==> src/rtl/prv32_pkg.sv <==
// Shared RV32I issue-stage definitions: opcodes, ALU function codes, the
// decoded-entry bundle and immediate extraction helpers.
package prv32_pkg;

    localparam logic [6:0] OPC_LOAD   = 7'b0000011;
    localparam logic [6:0] OPC_OP_IMM = 7'b0010011;
    localparam logic [6:0] OPC_AUIPC  = 7'b0010111;
    localparam logic [6:0] OPC_STORE  = 7'b0100011;
    localparam logic [6:0] OPC_OP     = 7'b0110011;
    localparam logic [6:0] OPC_LUI    = 7'b0110111;
    localparam logic [6:0] OPC_BRANCH = 7'b1100011;
    localparam logic [6:0] OPC_JALR   = 7'b1100111;
    localparam logic [6:0] OPC_JAL    = 7'b1101111;

    localparam logic [6:0] F7_BASE = 7'b0000000;
    localparam logic [6:0] F7_ALT  = 7'b0100000;

    typedef enum logic [3:0] {
        ALU_ADD    = 4'b0000,
        ALU_SUB    = 4'b0001,
        ALU_PASS_B = 4'b0011,
        ALU_OR     = 4'b0100,
        ALU_AND    = 4'b0101,
        ALU_XOR    = 4'b0111,
        ALU_SRL    = 4'b1000,
        ALU_SLL    = 4'b1001,
        ALU_SRA    = 4'b1010,
        ALU_SLT    = 4'b1101,
        ALU_SLTU   = 4'b1111
    } alufn_e;

    typedef struct packed {
        alufn_e      alufn;
        logic [31:0] a;
        logic [31:0] b;
        logic [4:0]  shamt;
        logic [4:0]  rd;
        logic        wr_en;
        logic        is_branch;
        logic [2:0]  funct3;
        logic [31:0] pc;
        logic        illegal;
    } issue_t;

    function automatic logic [31:0] imm_i(input logic [31:0] instr);
        return {{20{instr[31]}}, instr[31:20]};
    endfunction

    function automatic logic [31:0] imm_s(input logic [31:0] instr);
        return {{20{instr[31]}}, instr[31:25], instr[11:7]};
    endfunction

    function automatic logic [31:0] imm_b(input logic [31:0] instr);
        return {{19{instr[31]}}, instr[31], instr[7], instr[30:25], instr[11:8], 1'b0};
    endfunction

    function automatic logic [31:0] imm_u(input logic [31:0] instr);
        return {instr[31:12], 12'b0};
    endfunction

    function automatic logic [31:0] imm_j(input logic [31:0] instr);
        return {{11{instr[31]}}, instr[31], instr[19:12], instr[20], instr[30:21], 1'b0};
    endfunction

    // alt selects sub/sra; callers only raise it where funct7 may legally carry it.
    function automatic alufn_e alu_for_funct3(input logic [2:0] funct3, input logic alt);
        case (funct3)
            3'b000:  return alt ? ALU_SUB : ALU_ADD;
            3'b001:  return ALU_SLL;
            3'b010:  return ALU_SLT;
            3'b011:  return ALU_SLTU;
            3'b100:  return ALU_XOR;
            3'b101:  return alt ? ALU_SRA : ALU_SRL;
            3'b110:  return ALU_OR;
            default: return ALU_AND;
        endcase
    endfunction

    function automatic issue_t empty_entry(input logic [31:0] pc);
        issue_t e;
        e    = '0;
        e.pc = pc;
        return e;
    endfunction

endpackage

==> src/rtl/prv32_issue_decode.sv <==
// Combinational RV32I decode: instruction, PC and operands into one ALU
// issue bundle. Undecodable words become a zeroed entry flagged illegal.
module prv32_issue_decode
    import prv32_pkg::*;
(
    input  logic [31:0] instr,
    input  logic [31:0] pc,
    input  logic [31:0] rs1,
    input  logic [31:0] rs2,
    output issue_t      dec
);

    logic [6:0] opcode;
    logic [2:0] funct3;
    logic [6:0] funct7;
    logic [4:0] rd;
    logic       is_shift;
    logic       bad;

    assign opcode   = instr[6:0];
    assign funct3   = instr[14:12];
    assign funct7   = instr[31:25];
    assign rd       = instr[11:7];
    assign is_shift = (funct3 == 3'b001) || (funct3 == 3'b101);

    always_comb begin
        // NOTE: every output gets a default first so no path can infer a latch.
        dec    = empty_entry(pc);
        bad    = 1'b0;
        case (opcode)
            OPC_OP: begin
                dec.alufn = alu_for_funct3(funct3, funct7 == F7_ALT);
                dec.a     = rs1;
                dec.b     = rs2;
                dec.rd    = rd;
                dec.wr_en = 1'b1;
                if (is_shift) dec.shamt = rs2[4:0];
                bad = !((funct7 == F7_BASE) ||
                        (funct7 == F7_ALT && (funct3 == 3'b000 || funct3 == 3'b101)));
            end
            OPC_OP_IMM: begin
                // funct7 bits belong to the immediate except on right shifts.
                dec.alufn = alu_for_funct3(funct3, funct3 == 3'b101 && funct7 == F7_ALT);
                dec.a     = rs1;
                dec.b     = imm_i(instr);
                dec.rd    = rd;
                dec.wr_en = 1'b1;
                if (is_shift) dec.shamt = instr[24:20];
                bad = (funct3 == 3'b001 && funct7 != F7_BASE) ||
                      (funct3 == 3'b101 && funct7 != F7_BASE && funct7 != F7_ALT);
            end
            OPC_LUI: begin
                dec.alufn = ALU_PASS_B;
                dec.b     = imm_u(instr);
                dec.rd    = rd;
                dec.wr_en = 1'b1;
            end
            OPC_AUIPC: begin
                dec.alufn = ALU_ADD;
                dec.a     = pc;
                dec.b     = imm_u(instr);
                dec.rd    = rd;
                dec.wr_en = 1'b1;
            end
            OPC_BRANCH: begin
                dec.alufn     = ALU_SUB;
                dec.a         = rs1;
                dec.b         = rs2;
                dec.is_branch = 1'b1;
                dec.funct3    = funct3;
                bad           = (funct3 == 3'b010) || (funct3 == 3'b011);
            end
            OPC_LOAD, OPC_JALR: begin
                dec.alufn = ALU_ADD;
                dec.a     = rs1;
                dec.b     = imm_i(instr);
                dec.rd    = rd;
                dec.wr_en = 1'b1;
                if (opcode == OPC_LOAD) dec.funct3 = funct3;
            end
            OPC_STORE: begin
                dec.alufn  = ALU_ADD;
                dec.a      = rs1;
                dec.b      = imm_s(instr);
                dec.funct3 = funct3;
            end
            OPC_JAL: begin
                dec.alufn = ALU_ADD;
                dec.a     = pc;
                dec.b     = imm_j(instr);
                dec.rd    = rd;
                dec.wr_en = 1'b1;
            end
            default: bad = 1'b1;
        endcase

        if (bad) begin
            dec         = empty_entry(pc);
            dec.illegal = 1'b1;
        end
        if (dec.rd == 5'd0) dec.wr_en = 1'b0;
    end

endmodule

==> src/rtl/prv32_alu_issue.sv <==
// RV32I decode/issue stage: decodes the offered instruction and parks it in a
// 2-entry skid buffer (head + skid slot) feeding execute over valid/ready.
module prv32_alu_issue
    import prv32_pkg::*;
#(
    parameter int              XLEN           = 32,
    parameter logic [XLEN-1:0] RESET_PC_FIELD = '0
) (
    input  logic            clk,
    input  logic            rst_n,
    input  logic            flush,
    input  logic            in_valid,
    output logic            in_ready,
    input  logic [31:0]     in_instr,
    input  logic [XLEN-1:0] in_pc,
    input  logic [XLEN-1:0] in_rs1,
    input  logic [XLEN-1:0] in_rs2,
    output logic            out_valid,
    input  logic            out_ready,
    output logic [3:0]      out_alufn,
    output logic [XLEN-1:0] out_a,
    output logic [XLEN-1:0] out_b,
    output logic [4:0]      out_shamt,
    output logic [4:0]      out_rd,
    output logic            out_wr_en,
    output logic            out_is_branch,
    output logic [2:0]      out_funct3,
    output logic [XLEN-1:0] out_pc,
    output logic            out_illegal
);

    typedef enum logic [1:0] {S_EMPTY, S_ONE, S_FULL} state_e;

    state_e state;
    issue_t dec;
    issue_t head;
    issue_t skid;
    logic   in_ready_q;
    logic   out_valid_q;
    logic   accept;
    logic   pop;

    prv32_issue_decode u_decode (
        .instr (in_instr),
        .pc    (in_pc),
        .rs1   (in_rs1),
        .rs2   (in_rs2),
        .dec   (dec)
    );

    assign accept = in_valid & in_ready_q;
    assign pop    = out_valid_q & out_ready;

    // NOTE: both slots are reset, not just the state, because the head drives the outputs directly.
    always_ff @(posedge clk or negedge rst_n) begin
        if (!rst_n) begin
            state       <= S_EMPTY;
            head        <= empty_entry(RESET_PC_FIELD);
            skid        <= empty_entry(RESET_PC_FIELD);
            in_ready_q  <= 1'b1;
            out_valid_q <= 1'b0;
        end else if (flush) begin
            state       <= S_EMPTY;
            head        <= empty_entry(RESET_PC_FIELD);
            in_ready_q  <= 1'b1;
            out_valid_q <= 1'b0;
        end else begin
            // NOTE: non-blocking so every register sees the pre-edge state.
            case (state)
                S_EMPTY: begin
                    if (accept) begin
                        head        <= dec;
                        state       <= S_ONE;
                        out_valid_q <= 1'b1;
                    end
                end
                S_ONE: begin
                    case ({accept, pop})
                        2'b10: begin
                            skid       <= dec;
                            state      <= S_FULL;
                            in_ready_q <= 1'b0;
                        end
                        2'b01: begin
                            head        <= empty_entry(RESET_PC_FIELD);
                            state       <= S_EMPTY;
                            out_valid_q <= 1'b0;
                        end
                        2'b11:   head <= dec;
                        default: ;
                    endcase
                end
                S_FULL: begin
                    if (pop) begin
                        head       <= skid;
                        state      <= S_ONE;
                        in_ready_q <= 1'b1;
                    end
                end
                default: begin
                    state       <= S_EMPTY;
                    in_ready_q  <= 1'b1;
                    out_valid_q <= 1'b0;
                end
            endcase
        end
    end

    assign in_ready      = in_ready_q;
    assign out_valid     = out_valid_q;
    assign out_alufn     = head.alufn;
    assign out_a         = head.a;
    assign out_b         = head.b;
    assign out_shamt     = head.shamt;
    assign out_rd        = head.rd;
    assign out_wr_en     = head.wr_en;
    assign out_is_branch = head.is_branch;
    assign out_funct3    = head.funct3;
    assign out_pc        = head.pc;
    assign out_illegal   = head.illegal;

endmodule

==> config.mk <==
export PLATFORM = sky130hd
export DESIGN_NAME = prv32_alu_issue
export DESIGN_NICKNAME = d
export VERILOG_FILES = /design/src/rtl/prv32_pkg.sv /design/src/rtl/prv32_issue_decode.sv /design/src/rtl/prv32_alu_issue.sv
export SDC_FILE = /design/constraint.sdc
export NUM_CORES = 1
export LEC_CHECK = 0
export ABC_CLOCK_PERIOD_IN_PS = 4600
export CAP_MARGIN = 5
export CORE_ASPECT_RATIO = 1.5
export CORE_UTILIZATION = 40
export CTS_CLUSTER_SIZE = 12
export DETAILED_ROUTE_END_ITERATION = 16
export GPL_TIMING_DRIVEN = 0
export PLACE_DENSITY_LB_ADDON = 0.05
export REMOVE_ABC_BUFFERS = 1
export SKIP_CTS_REPAIR_TIMING = 1
export SLEW_MARGIN = 10
export SYNTH_ARGS = -nofsm -noshare
export SYNTH_HDL_FRONTEND = slang
export SYNTH_SLANG_ARGS = --single-unit
export TNS_END_PERCENT = 20
==> constraint.sdc <==
create_clock -name clk -period 4.6 [get_ports clk]
set_input_delay 0.69 -clock clk [delete_from_list [all_inputs] [get_ports clk]]
set_output_delay 0.69 -clock clk [all_outputs]
set_load 0.02 [all_outputs]
* After elaboration in Yosys (flattened, before gate mapping)
Cells that the tools add are included.
** Word-level totals
- Register bits after elaboration :: 236
- Input bits :: 133
- Output and inout bits :: 118
- Word-level logic and storage cells :: 124
** Operators by class
- Equality and inequality tests :: 30
- Mux-type cells :: 37
- Bitwise operators :: 3
- Reduce and logical (&&, ||, !) cells :: 31
** Operator list (number)
- $mux W116 :: 4
- $pmux W116 S3 :: 1
- $pmux W116 S2 :: 1
- $pmux W32 S5 :: 1
- $pmux W32 S2 :: 1
- $pmux W4 S7 :: 2
- $eq A7 B6 Y1 const B :: 4
- $eq A7 B7 Y1 const B :: 3
- $pmux W4 S4 :: 1
- $eq A7 B5 Y1 const B :: 2
- $reduce_and A3 Y1 :: 4
- $reduce_or A6 Y1 :: 2
- $mux W1 :: 10
- $mux W2 :: 5
- $mux W5 :: 2
- $pmux W5 S2 :: 1
- $reduce_or A2 Y1 :: 5
- $eq A3 B3 Y1 const B :: 3
- $ne A3 B3 Y1 const B :: 3
- $ne A4 B3 Y1 const B :: 2
- $eq A7 B2 Y1 const B :: 1
- $logic_not A7 Y1 :: 1
- $ne A7 B6 Y1 const B :: 1
- $reduce_bool A7 Y1 :: 1
- 25 further kinds :: 40

* Longest topological paths before layout
- Depth in word-level cells :: 12
- Mapped depth :: 10
- Gate-level depth less buffers :: 7

* Cells and area by module
A second synthesis with hierarchy kept.
** Second synthesis, totals
- Cells, all modules :: 1137
- Area total of the unflattened synthesis :: 12713.4 um^2
** By module, submodules not included
- prv32_alu_issue :: instances 1, cells each 810, area each 9959.6 um^2, seq. area each 5906.9 um^2
- prv32_issue_decode :: instances 1, cells each 327, area each 2753.9 um^2, seq. area each 0.0 um^2

* Least setup slack after synthesis
Ideal clock, no wire load.
- Path kind :: in2reg
- Start :: input port in_instr[26]
- End :: register skid[100] (netlist bit)
- Setup time :: 0.092 ns
- Arrival time :: 2.501 ns
- Data required time :: 4.508 ns
- Slack :: 2.006 ns
- Stages :: 7
- Buffers on the path :: 2
- Cells stage by stage :: or4_4 -> o32ai_2 -> a31oi_2 -> or3_4 -> buf_6 -> buf_6 -> o31ai_2
** Between the ends
- Word-level cells in the longest chain between the ends :: 6
- Elaborated cells between the ends (all ways) :: 13
- Classes of those cells :: 2 x eq/ne; 2 x mux; 9 x reduce/logical
** RTL lines
- start, declared :: RTL line prv32_alu_issue.sv:14 : input logic [31:0] in_instr,
- $eq A7 B6 Y1 / $reduce_bool A7 Y1 (equally long branches) :: RTL line prv32_issue_decode.sv:39, prv32_issue_decode.sv:49, prv32_issue_decode.sv:50
- $logic_and A1 B1 Y1 (on tied branches) :: RTL line prv32_issue_decode.sv:39, prv32_issue_decode.sv:50
- $logic_or A1 B1 Y1 / $logic_and A1 B1 Y1 (equally long branches) :: RTL line prv32_issue_decode.sv:38, prv32_issue_decode.sv:50
- $logic_not A1 Y1 / $logic_or A1 B1 Y1 (equally long branches) :: RTL line prv32_issue_decode.sv:38, prv32_issue_decode.sv:49
- $pmux W1 S4 (*) :: RTL line prv32_issue_decode.sv:30 : case (opcode)
- $mux W116 (*) :: RTL line prv32_issue_decode.sv:97 : if (bad) begin
- end signal, assigned :: RTL line prv32_alu_issue.sv:59 : skid <= empty_entry(RESET_PC_FIELD);
- end, declared :: RTL line prv32_alu_issue.sv:37 : issue_t skid;
Mark *: on every way between the ends. The rest lies on a longest branch, timed or not.
A chain may end at the register's enable or synchronous reset.

* Worst setup path in the final report
- Start :: input port in_instr[5]
- End :: register head (netlist bit out_alufn[0])
** Between the ends
- Word-level cells in the longest chain between the ends :: 7
- Elaborated cells between the ends (all ways) :: 17
- Classes of those cells :: 9 x eq/ne; 7 x mux; 1 x reduce/logical
** RTL lines
- $eq A7 B5 Y1, or another cell as far along :: RTL line prv32_issue_decode.sv:30
- $reduce_or A6 Y1 (no source line)
- $pmux W1 S4 :: RTL line prv32_issue_decode.sv:30
- $mux W116 (*) :: RTL line prv32_issue_decode.sv:97
- $pmux W116 S2 / $mux W116 (equally long branches) :: RTL line prv32_alu_issue.sv:78, prv32_alu_issue.sv:71
- $pmux W116 S3 (*) :: RTL line prv32_alu_issue.sv:69 : case (state)
- $mux W116 (*) :: RTL line prv32_alu_issue.sv:62 : end else if (flush) begin
- end signal, assigned :: RTL line prv32_alu_issue.sv:58 : head <= empty_entry(RESET_PC_FIELD);
- end signal, assigned :: RTL line prv32_alu_issue.sv:64 : head <= empty_entry(RESET_PC_FIELD);
- end signal, assigned :: RTL line prv32_alu_issue.sv:85 : head <= empty_entry(RESET_PC_FIELD);
- end, declared :: RTL line prv32_alu_issue.sv:36 : issue_t head;
Mark *: on every way between the ends. The rest lies on a longest branch, timed or not. The select of a mux whose other input is x is not followed.

==> impl_metrics.csv <==
group,metric,value,unit
run_status,status,"finished, final reports clean",
final_layout,mostFrequentLayoutCell,"clkdlybuf4s50_1",
timing,hold_violations,0,
timing,maxSlewHeadroom,36.8,%
clock_network,clock_sinks,236,
placement,io_buffers,250,
power,p_leak,0.00598,uW
final_layout,fin_util,54.7,%
detailed_routing,viasPerCell,5.72,
power,vdd_drop_max,297,uV
power,combPwrFrac,25.7,%
setup_path,arrival,4.17,ns
timing,fin_crit_sh,82.1,%
logic_synthesis,yosysTopAreaCell,"dfrtp_1",
clock_network,clk_pin_slew,0.06,ns
logic_synthesis,synth.yosys.seq_area_share,53.2,%
power,power_density,403,nW/um^2
logic_synthesis,yosys.area.top_type_share,53.0,%
setup_path,cpMaxStageDelayCell,"clkdlybuf4s50_1",
logic_synthesis,synthSimpleGateAreaFrac,7.74,%
grt,grt_max_degree,99,
logic_synthesis,synth_top_family_by_area,"compound AO/OA/AOI/OAI gates",
grt,grt_pass1_wl,50600,um
detailed_routing,drt_iter0_markers,526,
detailed_routing,route.vias.total,8869,
clock_network,root_buffer,"clkbuf_16",
grt,track_usage,22.9,%
setup_path,r2r_slack,1.07,ns
timing,drv_slew,0,
timing,rsz0062_at_grt,"false",
logic_synthesis,synth_area_leaders,"dfrtp_1 (53%), a22oi_1 (9.7%), o31ai_2 (5.6%)",
timing,tightest_slew,0.935,ns
logic_synthesis,ys.flop_type,"dfrtp_1",
flow_run,maxCapViolCount,0,
placement,placed_cell_area,14100,um^2
logic_synthesis,netlist_area,11100,um^2
timing,holdWs,0.0846,ns
setup_path,path_class,"in2reg",
floorplanning,fp-row-count,74,
timing,fin_setup_tns,0,ns
floorplanning,start_util,40.8,%
final_layout,fin_nets,1331,
logic_synthesis,syn-instance-count,984,
logic_synthesis,ys_types,62,
detailed_routing,wl,32500,um
setup_path,rr_worst_depth,8,
setup_path,cp-start-kind,"input port",
timing,clock_skew,0.0102,ns
clock_network,htree_num_levels,1,
floorplanning,coreArea,27200,um^2
logic_synthesis,synth-compound-area-share,30.2,%
setup_path,crit_path_end_kind,"register",
timing,fin_crit,3.78,ns
setup_path,cpPeakStageDelay,1.03,ns
logic_synthesis,avgSynthCellArea,11.3,um^2
grt,grt_pass1_vias,9027,
logic_synthesis,synth.mux.area_fraction,3.85,%
final_layout,finalInstanceArea,14900,um^2
logic_synthesis,ys_ff_latch,236,
setup_path,cp_max_fo,42,
power,p_int,4150,uW
power,pwr-share-seq,41.6,%
placement,gp_congestion,0.761,
setup_path,timing.rr.start,"state[0]$_DFFE_PN0P_",
placement,hpwl,21700,um
timing,setup_viol,0,
clock_network,numCtsBuffers,25,
clock_network,clock_latency,0.52,ns
final_layout,syn_to_final_growth,34.3,%
clock_network,tritoncts,"built",
final_layout,drive_gt1_share,17.8,%
detailed_routing,first_pass_iters,5,
logic_synthesis,synth-xor-area-share,0.237,%
setup_path,timing.rr.end,"out_alufn[0]$_DFFE_PN0P_",
logic_synthesis,synth-adder-area-share,0.451,%
floorplanning,die-area,28400,um^2
grt,grt_overflow,0,
logic_synthesis,async_reset_ff_share,100,%
clock_network,clock_path_buffers,3,
logic_synthesis,synth_edf_count,0,
floorplanning,io_pins,251,
floorplanning,die_x,138,um
power,p_sw_share,30.8,%
setup_path,path_cells,"clkdlybuf4s50_1, nand3b_1, nor4b_1, or3b_1, or3_4, buf_16, o21ai_0",
floorplanning,die_h,206,um
setup_path,worstPathRequired,4.99,ns
worst_hold_path,hp-class,"in2async",
timing,achievable-frequency,0.265,GHz
setup_path,crit_start,"in_instr[5]",
power,clkPwrFrac,32.7,%
logic_synthesis,yosysWarnings,0,
power,p_sw,1850,uW
detailed_routing,wl_per_cell,21.0,um
final_layout,final_cell_mix,"clkdlybuf4s50_1 (249), dfrtp_1 (235), a22oi_1 (143)",
grt,antenna_found_initial,0,
detailed_routing,detail-route-antenna-nets,0,
detailed_routing,drcViolationCount,0,
per-stage QoR:
step	cells	total power, uW	worst slack [ns]
after global routing	1549	6280	0.545
after CTS	1549	6080	0.821
after detailed placement	1509	4090	0.272
after floorplan	892	3270	-2.50
final	1550	6000	0.822
after global placement	1484	3980	-7.74
sequential cells by signal, summed over array words and instances, names as in the netlist:
| signal | count |
|---|---|
| skid | 116 |
| out_wr_en | 1 |
| out_is_branch | 1 |
| out_valid | 1 |
| out_rd | 5 |
| out_shamt | 5 |
| out_a | 32 |
| in_ready | 1 |
| out_pc | 32 |
| state | 2 |
| out_alufn | 4 |
| out_b | 32 |
| out_funct3 | 3 |
| out_illegal | 1 |
worst max-delay path by stage:
stage | slack, ns | endpoint | cells after the start
finish | 0.82 | out_alufn[0]$_DFFE_PN0P_ | 7
detailed placement | 0.27 | out_alufn[1]$_DFFE_PN0P_ | 7
CTS | 0.82 | out_alufn[1]$_DFFE_PN0P_ | 7
global route | 0.55 | out_alufn[1]$_DFFE_PN0P_ | 7
floorplan | -2.50 | skid[38]$_DFFE_PN0P_ | 5
global placement | -7.74 | out_pc[21]$_DFFE_PN0P_ | 1
synthesized netlist by cell type, types with 5 or more instances:
| cell type | instances |
|---|---|
| mux2_2 | 37 |
| a21oi_1 | 12 |
| nand2_1 | 129 |
| nor2_1 | 10 |
| o21ai_0 | 45 |
| o21ai_1 | 21 |
| dfrtp_1 | 235 |
| a221oi_1 | 20 |
| buf_6 | 14 |
| buf_1 | 5 |
| a22oi_1 | 143 |
| nand3_1 | 5 |
| nand2b_1 | 5 |
| a21o_1 | 6 |
| o21ai_2 | 50 |
| a22o_1 | 11 |
| clkbuf_1 | 68 |
| buf_2 | 5 |
| nor3_1 | 8 |
| o31ai_2 | 50 |
| o31ai_1 | 27 |
final cells by class:
cell class | count | area (um^2)
Fill cell | 2425 | 12300
Sequential cell | 236 | 5910
Multi-Input combinational cell | 652 | 4790
Timing Repair Buffer | 275 | 2990
Clock buffer | 38 | 734
Tap cell | 342 | 428
Clock inverter | 2 | 38.8
Inverter | 4 | 15.0
Antenna cell | 1 | 2.50
layer usage:
metal  GRT usage, %  routed length, um
met5              0                  0
met4           5.90                657
met3           4.71               1930
met2           41.3              17000
met1           27.4              13000
power groups by stage:
stage               Combinational, uW  Clock [uW]  Sequential, uW
finish                           1540        1960            2490
global placement                 1460           0            2520
floorplan                         641           0            2630
detailed placement               1560           0            2530
global route                     1660        2100            2520
CTS                              1560        2030            2490
kinds of logic (layout without fill, tap and decap cells):
logic type | count (synthesis) | count (layout)
AO/OA/AOI/OAI | 419 | 419
flip-flops | 236 | 236
AND/OR/NAND/NOR | 188 | 188
buffers and inverters | 96 | 319
multiplexers | 38 | 38
adder cells (fa/ha/maj) | 4 | 4
XOR/XNOR | 3 | 3
other | 0 | 1
worst max-delay path: cells and delay by family:
| family | cells | cell delay, ns |
|---|---|---|
| buffers and inverters | 2 | 1.37 |
| AND/OR/NAND/NOR | 4 | 1.93 |
| AO/OA/AOI/OAI | 1 | 0.14 |
Power figures use the tool's default switching activity.
